--- config.mk ---
export PLATFORM = sky130hd
export DESIGN_NAME = nixie_tube_serializer
export DESIGN_NICKNAME = d
export VERILOG_FILES = /design/src/rtl/nixie_pkg.sv /design/src/rtl/bin6_to_bcd2.sv /design/src/rtl/nixie_tube_serializer.sv
export SDC_FILE = /design/constraint.sdc
export NUM_CORES = 1
export LEC_CHECK = 0
export CORE_UTILIZATION = 55
export DETAILED_ROUTE_END_ITERATION = 7
export MAX_ROUTING_LAYER = met4
export PLACE_DENSITY = 0.74
export SYNTH_ARGS = -nofsm -noshare
export SYNTH_HDL_FRONTEND = slang
export SYNTH_SLANG_ARGS = --single-unit
--- constraint.sdc ---
create_clock -name clk -period 4.9 [get_ports clk]
set_clock_uncertainty 0.15 [all_clocks]
set_input_delay 0.49 -clock clk [delete_from_list [all_inputs] [get_ports clk]]
set_output_delay 0.49 -clock clk [all_outputs]
set_load 0.02 [all_outputs]
--- src/rtl/nixie_pkg.sv ---
// Shared constants, cursor encodings and FSM states for the nixie tube serializer.
package nixie_pkg;

    localparam int NUM_TUBES  = 6;
    localparam int CATHODES   = 10;
    localparam int FRAME_BITS = NUM_TUBES * CATHODES;

    localparam logic [2:0] CUR_SEC  = 3'b001;
    localparam logic [2:0] CUR_MIN  = 3'b010;
    localparam logic [2:0] CUR_HOUR = 3'b100;

    typedef enum logic [2:0] {
        ST_IDLE,
        ST_LOAD,
        ST_SHIFT_HI,
        ST_SHIFT_LO,
        ST_LATCH
    } serState_t;

    // One cathode per digit; bit k lights digit k.
    function automatic logic [CATHODES-1:0] digitOneHot(input logic [3:0] digit);
        return CATHODES'(1) << digit;
    endfunction

endpackage

--- src/rtl/bin6_to_bcd2.sv ---
// 6-bit binary to two BCD digits; valid only for values 0..59.
module bin6_to_bcd2 (
    input  logic [5:0] value,
    output logic [3:0] tens,
    output logic [3:0] ones,
    output logic       valid
);
    logic [5:0] rem;

    // Tens by range comparison, ones as the remainder.
    always_comb begin
        tens = 4'd0;
        if      (value >= 6'd50) tens = 4'd5;
        else if (value >= 6'd40) tens = 4'd4;
        else if (value >= 6'd30) tens = 4'd3;
        else if (value >= 6'd20) tens = 4'd2;
        else if (value >= 6'd10) tens = 4'd1;
        rem   = value - ({2'b00, tens} * 6'd10);
        ones  = rem[3:0];
        valid = (value < 6'd60);
    end

endmodule

--- src/rtl/nixie_tube_serializer.sv ---
// Builds a 60-bit one-hot cathode frame from h:m:s and shifts it into the HV driver chain.
module nixie_tube_serializer
    import nixie_pkg::*;
#(
    parameter int CLK_DIV        = 4,
    parameter int REFRESH_CYCLES = 100000,
    parameter int BLINK_FRAMES   = 250
) (
    input  logic       clk,
    input  logic       reset,
    input  logic [5:0] hour,
    input  logic [5:0] minute,
    input  logic [5:0] second,
    input  logic [2:0] cursorPos,
    input  logic       blink_en,
    output logic       sr_clk,
    output logic       sr_data,
    output logic       sr_latch,
    output logic       sr_blank_n,
    output logic       busy,
    output logic       frame_done
);
    localparam int RW = $clog2(REFRESH_CYCLES + 1);
    localparam int DW = $clog2(CLK_DIV + 1);
    localparam int BW = $clog2(BLINK_FRAMES + 1);

    serState_t             state;
    logic [RW-1:0]         refreshCnt;
    logic                  refreshWrap;
    logic                  pending;
    logic                  consume;
    logic [DW-1:0]         divCnt;
    logic                  divLast;
    logic [5:0]            bitCnt;
    logic [FRAME_BITS-1:0] shreg;
    logic [FRAME_BITS-1:0] frameNext;
    logic [BW-1:0]         blinkCnt;
    logic                  blinkPhase;

    logic [3:0] hT, hO, mT, mO, sT, sO;
    logic       hV, mV, sV;

    bin6_to_bcd2 uHour (.value(hour),   .tens(hT), .ones(hO), .valid(hV));
    bin6_to_bcd2 uMin  (.value(minute), .tens(mT), .ones(mO), .valid(mV));
    bin6_to_bcd2 uSec  (.value(second), .tens(sT), .ones(sO), .valid(sV));

    assign refreshWrap = (refreshCnt == RW'(REFRESH_CYCLES - 1));
    assign divLast     = (divCnt == DW'(CLK_DIV - 1));
    // A request is taken either from IDLE or straight out of the latch phase.
    assign consume     = pending && ((state == ST_IDLE) || (state == ST_LATCH && divLast));

    // Frame image: invalid values and the blinked cursor pair go dark.
    always_comb begin
        logic blankSel;
        blankSel  = blink_en && blinkPhase;
        frameNext = '0;
        if (hV && !(blankSel && cursorPos == CUR_HOUR))
            frameNext[59:40] = {digitOneHot(hT), digitOneHot(hO)};
        if (mV && !(blankSel && cursorPos == CUR_MIN))
            frameNext[39:20] = {digitOneHot(mT), digitOneHot(mO)};
        if (sV && !(blankSel && cursorPos == CUR_SEC))
            frameNext[19:0]  = {digitOneHot(sT), digitOneHot(sO)};
    end

    // Refresh timebase; a single pending request, a new wrap wins over consumption.
    always_ff @(posedge clk) begin
        if (reset) begin
            refreshCnt <= '0;
            pending    <= 1'b1;
        end else begin
            refreshCnt <= refreshWrap ? '0 : refreshCnt + 1'b1;
            if (refreshWrap)  pending <= 1'b1;
            else if (consume) pending <= 1'b0;
        end
    end

    // Frame FSM: load, 60 shift-clock periods, latch strobe; all outputs registered.
    always_ff @(posedge clk) begin
        if (reset) begin
            state      <= ST_IDLE;
            sr_clk     <= 1'b0;
            sr_data    <= 1'b0;
            sr_latch   <= 1'b0;
            sr_blank_n <= 1'b0;
            busy       <= 1'b0;
            frame_done <= 1'b0;
            divCnt     <= '0;
            bitCnt     <= '0;
            shreg      <= '0;
            blinkCnt   <= '0;
            blinkPhase <= 1'b0;
        end else begin
            frame_done <= 1'b0;
            case (state)
                ST_IDLE: begin
                    if (pending) begin
                        state <= ST_LOAD;
                        busy  <= 1'b1;
                    end
                end
                ST_LOAD: begin
                    shreg   <= frameNext;
                    sr_data <= frameNext[FRAME_BITS-1];
                    sr_clk  <= 1'b0;
                    divCnt  <= '0;
                    bitCnt  <= '0;
                    state   <= ST_SHIFT_LO;
                end
                ST_SHIFT_LO: begin
                    if (divLast) begin
                        divCnt <= '0;
                        sr_clk <= 1'b1;
                        state  <= ST_SHIFT_HI;
                    end else begin
                        divCnt <= divCnt + 1'b1;
                    end
                end
                ST_SHIFT_HI: begin
                    if (divLast) begin
                        divCnt <= '0;
                        sr_clk <= 1'b0;
                        if (bitCnt == 6'(FRAME_BITS - 1)) begin
                            sr_latch <= 1'b1;
                            state    <= ST_LATCH;
                        end else begin
                            bitCnt  <= bitCnt + 1'b1;
                            shreg   <= {shreg[FRAME_BITS-2:0], 1'b0};
                            sr_data <= shreg[FRAME_BITS-2];
                            state   <= ST_SHIFT_LO;
                        end
                    end else begin
                        divCnt <= divCnt + 1'b1;
                    end
                end
                ST_LATCH: begin
                    if (divLast) begin
                        divCnt     <= '0;
                        sr_latch   <= 1'b0;
                        frame_done <= 1'b1;
                        sr_blank_n <= 1'b1;
                        if (blinkCnt == BW'(BLINK_FRAMES - 1)) begin
                            blinkCnt   <= '0;
                            blinkPhase <= ~blinkPhase;
                        end else begin
                            blinkCnt <= blinkCnt + 1'b1;
                        end
                        // Back-to-back frames skip the idle cycle so starts stay one frame apart.
                        if (pending) begin
                            state <= ST_LOAD;
                            busy  <= 1'b1;
                        end else begin
                            state <= ST_IDLE;
                            busy  <= 1'b0;
                        end
                    end else begin
                        divCnt <= divCnt + 1'b1;
                    end
                end
                default: state <= ST_IDLE;
            endcase
        end
    end

endmodule

==> results of run 1 <==
-- power groups by stage --
stage | combinational, mW | sequential [mW] | clock, mW
floorplan | 0.272 | 0.936 | 0
global placement | 0.337 | 0.945 | 0
detailed placement | 0.344 | 0.947 | 0
CTS | 0.346 | 0.927 | 0.578
global route | 0.388 | 0.935 | 0.614
finish | 0.346 | 0.928 | 0.560
-- logic make-up (layout without fill, tap and decap cells) --
group                    after synthesis  count (layout)
AND/OR/NAND/NOR                      281             281
AO/OA/AOI/OAI                        166             166
flip-flops                           104             104
buffers and inverters                 67              74
XOR/XNOR                              30              30
adder cells (fa/ha/maj)               14              14
multiplexers                           1               1
-- state kept, by name, summed over array words and instances (netlist names) --
name        flops
bitCnt          6
blinkCnt        8
blinkPhase      1
busy            1
divCnt          3
frame_done      1
pending         1
refreshCnt     17
shreg          59
sr_blank_n      1
sr_clk          1
sr_data         1
sr_latch        1
state           3
-- final cells by class --
| type | instances | share of cell area |
|---|---|---|
| clock inverters | 5 | 0.0106 |
| multi-input cells | 492 | 0.521 |
| clock buffers | 11 | 0.0252 |
| well taps | 133 | 0.0277 |
| repair buffers | 35 | 0.0549 |
| flip-flops and latches | 104 | 0.346 |
| inverters | 23 | 0.0144 |
-- how the worst min path moves through the flow --
stage | cells past startpoint | to
after floorplan | 1 | refreshCnt[0]
after global placement | 1 | refreshCnt[0]
after detailed placement | 1 | refreshCnt[0]
after CTS | 1 | refreshCnt[0]
after global routing | 1 | refreshCnt[0]
final | 1 | refreshCnt[0]
-- metal layers --
layer / up-vias / track usage / part of all wire
li1: 2416 / - / -
met3: 11 / 0.0520 / 0.042
met2: 101 / 0.390 / 0.49
met4: 0 / 0.0527 / 0.0065
met1: 2245 / 0.300 / 0.46
met5: - / - / 0
-- worst reg2reg max path, cell delays in order, from the launching register on --
cell	delay [ps]
dfxtp_1	550
nor3b_1	450
o211a_1	620
or2_1	660
buf_4	460
nor2_1	80
a311oi_1	260
-- cells in the final DEF (no fill, tap or decap), drive strengths merged, types with 3 or more instances in the layout --
master	instances
nor4	4
and2	3
o32a	3
nor4b	3
xor2	18
a32oi	4
nand3b	4
o31ai	3
a31oi	3
o21ai	19
nand2b	18
nor3	31
inv	24
nand3	13
a221oi	10
nor2	111
or3b	7
nand2	32
fa	3
a22oi	17
or2	5
dfxtp	104
buf	7
o21a	5
ha	11
nor2b	5
o221ai	3
a311oi	10
clkbuf	11
a21oi	30
o211a	3
or3	6
xnor2	12
and3	9
o211ai	6
a211oi	31
clkdlybuf4s50	28
nor3b	5
nand4	16
==> results.toml, run 1 <==
[worst_setup_path]
critical-path-max-stage-delay_ps = 660
critPathCaptureType = "flop"
cp.depth = 11
endpoint = "shreg[49]"
startpoint = "hour[4]"
worst-r2r-setup-slack_ps = 1570
start_kind = "input port"
slowest_stage = "clkdlybuf4s50_1"
crit_type = "in2reg"
worstReg2RegStart = "state[2]"
ff2ff_path_depth = 6
cp_max_fo = 12
critical_path_buf_inv_count = 1
critPathRequiredTime_ps = 5040
crit_chain = "clkdlybuf4s50_1, or4b_2, nand3_1, o31ai_1, ha_1, fa_1, and2_1, a32o_1, a211oi_2, a32oi_1, a211oi_1"
r2r-end = "shreg[2]"
crit_arrival_ps = 4130
cp_top_family = "compound AO/OA/AOI/OAI gates"

[timing]
worstMarginPinSlew_ps = 752
slew_violations = 0
fmax_ghz = 0.250
grt_setup_unrepaired = "false"
setup_viol = 0
whs_ps = 301
setup_slack_ps = 908
hold_violations = 0
max_slew_margin = 0.486
fin_crit_ps = 3990
tns_ps = 0
post-route-period-util = 0.815

[logic_synthesis]
synthXorXnorAreaFrac = 0.0477
yosys.area_share.adder = 0.0359
yosysTopAreaCell = "dfxtp_1"
async_flop_share = 0
synth_mux_area_frac = 0.00182
ys.flop_type = "dfxtp_1"
synth.distinct_cells = 71
ys_ff_latch = 104
netlist_top_cells_count = "nor2_1, dfxtp_1, nand2_1, nor3_1, a21oi_1"
synth_compound_gate_area_share = 0.226
synth.most_common_cell = "nor2_1"
synthSimpleGateAreaFrac = 0.256
synth_edf_count = 0
syn_avg_cell_area_um2 = 8.31
synth_area_um2 = 5510
synth_top_family_by_area = "simple AND/OR/NAND/NOR gates"
synth_warnings = 0
synth_area_leaders = "dfxtp_1, nor2_1, a211oi_1"
synth_fp_nets = 701
yosysSeqAreaShare = 0.378
syn_inst = 663
synth_top_area_frac = 0.378

[floorplanning]
num_rows = 36
die_y_um = 102
initial_core_util = 0.566
die_area_um2 = 10400
io-pin-count = 30
core_um2 = 9730
die_w_um = 102

[job]
max_cap_viol_count = 0

[power_and_ir_drop]
p_clk_frac = 0.306
p_sw_uw = 533
switching_share = 0.290
p_per_area_nw_per_um2 = 305
p_int_mw = 1.30
seqPwrFrac = 0.506
power_leakage_nw = 2.15
ir_drop_uv = 187
p_comb_frac = 0.189
p_total_mw = 1.83

[place]
post-place-ws_ps = 537
portBuffers = 29
dp_hpwl_um = 7850
place_area_um2 = 5800
gp_congestion = 0.864
place_inst = 787

[global_routing]
antenna_found_initial = 0
grt-ovfl-total = 0
track_usage = 0.238
grt_start_max_net_pins = 75
grt_pass1_vias = 4255
grt_pass1_wl_um = 19300

[worst_hold_path]
min_path_type = "reg2reg"
hold_start = "refreshCnt[0]"

[cells_and_area]
multi_input_area_um2 = 3130
fillers = 902
nNetsFinal = 703
drive_above_1_share = 0.0627
final_cells = 803
register_area_um2 = 2080
antenna_cells = 0
synthToLayoutAreaGrowth_pct = 9.13
final_util = 0.618
design_area_um2 = 6010

[cts]
numCtsBuffers = 9
post_cts_resized = 0
cts_hold_buffers = 0
clk_pin_slew_ps = 100
clkLatencyLatePin_ps = 370
cts_sinks = 104
root_buffer = "clkbuf_8"
h-tree-depth = 3
post_cts_buffers = 0
clk_path_buf_depth = 2
cts_tree = "done"

[drt]
antenna_left = 0
route.detailed.drc = 0
num_vias = 4773
wl_per_cell_um = 14.3
drt_wl_total_um = 11500
avgViaCountPerCell = 5.94
drt_iter0_markers = 266
dr.pass1.iters = 5

[status]
status = "finished, final reports clean"
(Power assumes the default switching activity.)
==> run 2: changes to the inputs <==
Settings changed: CORE_UTILIZATION 55 to 54, PLACE_DENSITY 0.74 to 0.76.
Clock period 4.9 ns to 3.45 ns, I/O delays scaled along.
==> run 2 against run 1 <==
- sequential power increased by 42%
- sequential share of layout area decreased by 1.1 points
- via count is 3.1% higher
- die area grew 1.8%
- core utilization rose by 1.4 points
- routed wire length is 4.9% higher
- worst hold slack worse by 100 ps
- final cell count is 2.9% higher
- non-clock buffer count grew 23
- global-route usage rose by 1.2 points
- power grew 47%
- clock power up 52%
- critical endpoint is now shreg[48]
==> results.toml, run 2 (synthesized netlist as in run 1, its figures left out) <==
[status]
status = "finished, final reports clean"

[place]
portBuffers = 29
gp_congestion = 0.848
place_area_um2 = 5980
dp_hpwl_um = 8350

[cells_and_area]
layout_commonest_cell = "nor2_1"
final_cell_mix = "nor2_1, dfxtp_1, nand2_1"
top_regs = "shreg x59, refreshCnt x17, blinkCnt x8"
design_area_um2 = 6210
antenna_cells = 0
fillers = 896
synthToLayoutAreaGrowth_pct = 12.6
largest_reg_flops = 59
nNetsFinal = 726
top_register = "shreg"
drive_above_1_share = 0.0938

[drt]
route.detailed.drc = 0
dr.pass1.iters = 4
drt_iter0_markers = 187
wl_per_cell_um = 14.6
num_vias = 4919
antenna_left = 0
drt_wl_total_um = 12100
avgViaCountPerCell = 5.96

[power_and_ir_drop]
p_int_mw = 1.92
p_sw_uw = 776
switching_share = 0.287
p_clk_frac = 0.315
ir_drop_uv = 278
p_total_mw = 2.70
power_leakage_nw = 2.26
p_comb_frac = 0.196
seqPwrFrac = 0.488
p_per_area_nw_per_um2 = 435

[timing]
grt_setup_unrepaired = "false"
fin_crit_ps = 3320
worstMarginPinSlew_ps = 769
post-route-period-util = 0.962
max_slew_margin = 0.487
whs_ps = 197
setup_viol = 0
tns_ps = 0
fmax_ghz = 0.301
slew_violations = 0
hold_violations = 0

[worst_setup_path]
ff2ff_path_depth = 6
critPathCaptureType = "flop"
cp_max_fo = 10
crit_type = "in2reg"
crit_arrival_ps = 3460
worstReg2RegStart = "state[2]"
critPathRequiredTime_ps = 3590
worst-r2r-setup-slack_ps = 700
r2r-end = "shreg[44]"
start_kind = "input port"

[cts]
root_buffer = "clkbuf_8"
cts_tree = "done"
cts_hold_buffers = 0
clk_path_buf_depth = 2
clkLatencyLatePin_ps = 380
post_cts_resized = 0
h-tree-depth = 3
cts_sinks = 104
clk_pin_slew_ps = 90
numCtsBuffers = 9
post_cts_buffers = 0

[floorplanning]
io-pin-count = 30
die_w_um = 103
die_y_um = 103
die_area_um2 = 10600
num_rows = 36
initial_core_util = 0.561
core_um2 = 9820

[global_routing]
grt-ovfl-total = 0
grt_pass1_vias = 4598
grt_start_max_net_pins = 74
met3_usage = 0.0434
grt_pass1_wl_um = 20400
track_usage = 0.249
gr-max-usage-layer = "met2"
grt_use_met1 = 0.290
use_met2 = 0.434
antenna_found_initial = 0

[worst_hold_path]
hold_start = "reset"
min_path_type = "in2reg"
worstHoldEndpoint = "shreg[55]"
min_path_cells = 3

[job]
max_cap_viol_count = 0
[run 2: changes by cell type in the layout (fill, tap and decap cells not counted), sizes merged]
cell and change:
inv -1, buf +23, bufinv +1, clkinv -1, clkinvlp +1
[run 2: layout make-up]
cell class                      count  area, um^2  share of cell area
Clock buffer                       11         141              0.0228
Clock inverter                      5        80.1              0.0129
Inverter                           23        86.3              0.0139
Multi-Input combinational cell    492        3140               0.505
Sequential cell                   104        2080               0.335
Tap cell                          133         166              0.0268
Timing Repair Buffer               58         515              0.0830
[run 2: how the worst max path moves through the flow]
stage	end	startpoint	cells past startpoint	slack, ps
after global placement	shreg[48]	hour[2]	12	-200
after global routing	shreg[49]	hour[2]	12	20
after floorplan	shreg[48]	hour[3]	11	40
after detailed placement	shreg[49]	hour[2]	12	-330
after CTS	shreg[49]	hour[2]	12	90
final	shreg[48]	hour[2]	12	130
[run 2: worst max-delay path, stage by stage]
cell             delay [ps]
clkdlybuf4s50_1         430
or4b_2                  700
nand3_1                 110
o31ai_1                 100
ha_1                    230
fa_2                    370
and2_1                  170
a32o_1                  260
a211oi_2                200
buf_4                   180
a32oi_1                 110
a211oi_1                250
[run 2: power by group through the flow]
stage / Sequential (mW) / Combinational, mW / Clock, mW
finish: 1.32 / 0.530 / 0.851
global route: 1.33 / 0.594 / 0.911
CTS: 1.32 / 0.530 / 0.868
detailed placement: 1.34 / 0.526 / 0
global placement: 1.34 / 0.508 / 0
floorplan: 1.33 / 0.387 / 0
[run 2: routing by layer]
| layer | vias up | routed length, um |
|---|---|---|
| met5 | - | 0 |
| met4 | 0 | 180 |
| met3 | 17 | 333 |
| met2 | 70 | 5980 |
| met1 | 2367 | 5560 |
| li1 | 2465 | - |
[run 2: stage by stage]
| step | utilization | setup WS, ps | std cells |
|---|---|---|---|
| finish | 0.632 | 132 | 826 |
| global route | 0.632 | 19.0 | 826 |
| CTS | 0.632 | 89.3 | 826 |
| detailed placement | 0.609 | -326 | 810 |
| global placement | 0.609 | -201 | 810 |
| floorplan | - | 36.2 | 663 |
==> run 3: changes to the inputs <==
Settings changed: CORE_UTILIZATION 54 to 55, PLACE_DENSITY 0.76 to 0.77, REMOVE_ABC_BUFFERS set to 1, SLEW_MARGIN set to 20, SYNTH_HIERARCHICAL set to 1.
==> run 3 against run 2 <==
- count of clock-buffer cells in the layout shrank 2
- synthesized area up 9.7%
- largest cell class unchanged
- first-iteration DRC count grew 150%
- register-to-register slack is essentially flat
- maximum frequency shrank 0.36%
- core utilization increased by 1.6 points
- die area is 7.6% higher
- synthesized cell count is 11% higher
==> results.toml, run 3 <==
[drt]
num_vias = 5760
wl_per_cell_um = 16.1
avgViaCountPerCell = 6.41
drt_iter0_markers = 467
dr.pass1.iters = 8
drt_wl_total_um = 14400
route.detailed.drc = 0
antenna_left = 0

[power_and_ir_drop]
power_leakage_nw = 2.37
ir_drop_uv = 287
p_per_area_nw_per_um2 = 411

[floorplanning]
io-pin-count = 30
num_rows = 37
initial_core_util = 0.575
die_y_um = 107
die_area_um2 = 11400
core_um2 = 10500
die_w_um = 107

[worst_hold_path]
min_path_type = "reg2reg"

[timing]
grt_setup_unrepaired = "false"
fin_crit_ps = 3330
setup_viol = 0
hold_violations = 0
worstMarginPinSlew_ps = 954
post-route-period-util = 0.965
slew_violations = 0
fmax_ghz = 0.300
max_slew_margin = 0.356

[cts]
h-tree-depth = 3
clk_path_buf_depth = 2
cts_sinks = 104
clk_pin_slew_ps = 100
numCtsBuffers = 9
post_cts_buffers = 0
clkLatencyLatePin_ps = 380
root_buffer = "clkbuf_8"
cts_tree = "done"

[logic_synthesis]
synth_edf_count = 0
ys.flop_type = "dfxtp_1"
syn_inst = 738
ys_ff_latch = 104
synth_top_area_frac = 0.344
synth.distinct_cells = 66
synth_area_leaders = "dfxtp_1, a311oi_1, nand2_1"
syn_avg_cell_area_um2 = 8.19
yosysSeqAreaShare = 0.344
netlist_top_cells_count = "dfxtp_1, nand2_1, nor2_1, nor3_1"
synth_area_um2 = 6050
synth_warnings = 6
synth.most_common_cell = "dfxtp_1"
yosysTopAreaCell = "dfxtp_1"
async_flop_share = 0

[cells_and_area]
top_regs = "shreg x59, refreshCnt x17, blinkCnt x8"
drive_above_1_share = 0.121
top_register = "shreg"
nNetsFinal = 792
antenna_cells = 0
layout_commonest_cell = "dfxtp_1"
final_cell_mix = "dfxtp_1, nand2_1, nor2_1"
final_util = 0.648
synthToLayoutAreaGrowth_pct = 12.6
largest_reg_flops = 59
design_area_um2 = 6810

[status]
status = "finished, final reports clean"

[worst_setup_path]
critPathCaptureType = "flop"
cp_max_fo = 4
crit_arrival_ps = 3460
critPathRequiredTime_ps = 3580
crit_type = "in2reg"
start_kind = "input port"

[place]
place_area_um2 = 6530
portBuffers = 29
dp_hpwl_um = 9730
gp_congestion = 0.846

[global_routing]
grt_start_max_net_pins = 65
grt-ovfl-total = 0
track_usage = 0.262
grt_pass1_wl_um = 23900
antenna_found_initial = 0
grt_pass1_vias = 5409

[job]
max_cap_viol_count = 0
==> run 3: changes by cell type in the layout (fill, tap and decap cells not counted), moves of 16 or more <==
cell / previous run / this run
a311oi_1: 9 / 33
nand2_1: 32 / 63
nor2_1: 110 / 52
nor2b_1: 5 / 21
a211oi_1: 29 / 8
==> run 3: cell families after synthesis <==
| family | Yosys count | synth area share |
|---|---|---|
| compound gates | 174 | 0.216 |
| xor+xnor | 25 | 0.0362 |
| fa+ha+maj | 11 | 0.0265 |
| buf+inv | 101 | 0.0770 |
| flops | 104 | 0.344 |
| mux | 1 | 0.00186 |
| other cells | 3 | 0.00186 |
| simple gates | 319 | 0.296 |
==> run 3: worst max-delay path: stages <==
cell,delay (ps)
clkdlybuf4s50_1,420
or4b_4,540
nand3_2,90
o41ai_1,80
ha_1,210
fa_1,430
a311oi_2,240
a211oi_2,110
buf_4,160
nor4b_2,270
buf_4,180
nand4b_1,100
a311oi_1,290
==> run 3: area by class of cell <==
type | count | area [um^2]
Fill cell | 879 | 3700
Timing Repair Buffer | 73 | 628
Multi-Input combinational cell | 533 | 3580
Clock inverter | 7 | 93.8
Sequential cell | 104 | 2080
Tap cell | 136 | 170
Clock buffer | 9 | 124
Inverter | 36 | 135
==> run 3: power breakdown <==
group | total, mW | internal [mW] | switching (mW)
sequential | 1.35 | 1.29 | 0.0591
combinational | 0.612 | 0.264 | 0.349
clock | 0.842 | 0.409 | 0.433
total | 2.80 | 1.96 | 0.841
==> run 3: per-stage QoR <==
step	worst slack (ps)	setup TNS, ps	hold slack, ps	power (mW)	cells
detailed placement	-420	-6520	309	1.96	882
finish	120	0	324	2.80	898
global placement	-260	-3240	302	1.93	882
global route	1.81	0	336	2.93	898
floorplan	-1980	-74520	264	1.73	673
CTS	109	0	325	2.79	898
==> run 3: metal layers <==
layer  vias to the layer above  wire (um)  GRT usage
met4                         0        182     0.0890
met5                         -          0          -
met3                        24        640     0.0444
met1                      2771       6490      0.310
li1                       2790          -          -
met2                       175       7130      0.449
==> run 3: worst paths after layout <==
path / start / to / slack, ps / depth (start not counted)
worst max-delay path: hour[2] / shreg[45] / 120 / 13
worst min-delay path: shreg[24] / shreg[24] / 320 / 2
worst max register to register: state[0] / sr_data / 700 / 5
worst min register to register: shreg[24] / shreg[24] / 320 / 2
==> run 3: repair_timing <==
| action | in CTS | in global routing |
|---|---|---|
| setup endpoints to repair | 2 | 13 |
| pin swaps | 0 | 2 |
| resized for setup | 1 | 8 |
| hold buffers | 0 | 0 |
| cloned | 0 | 0 |
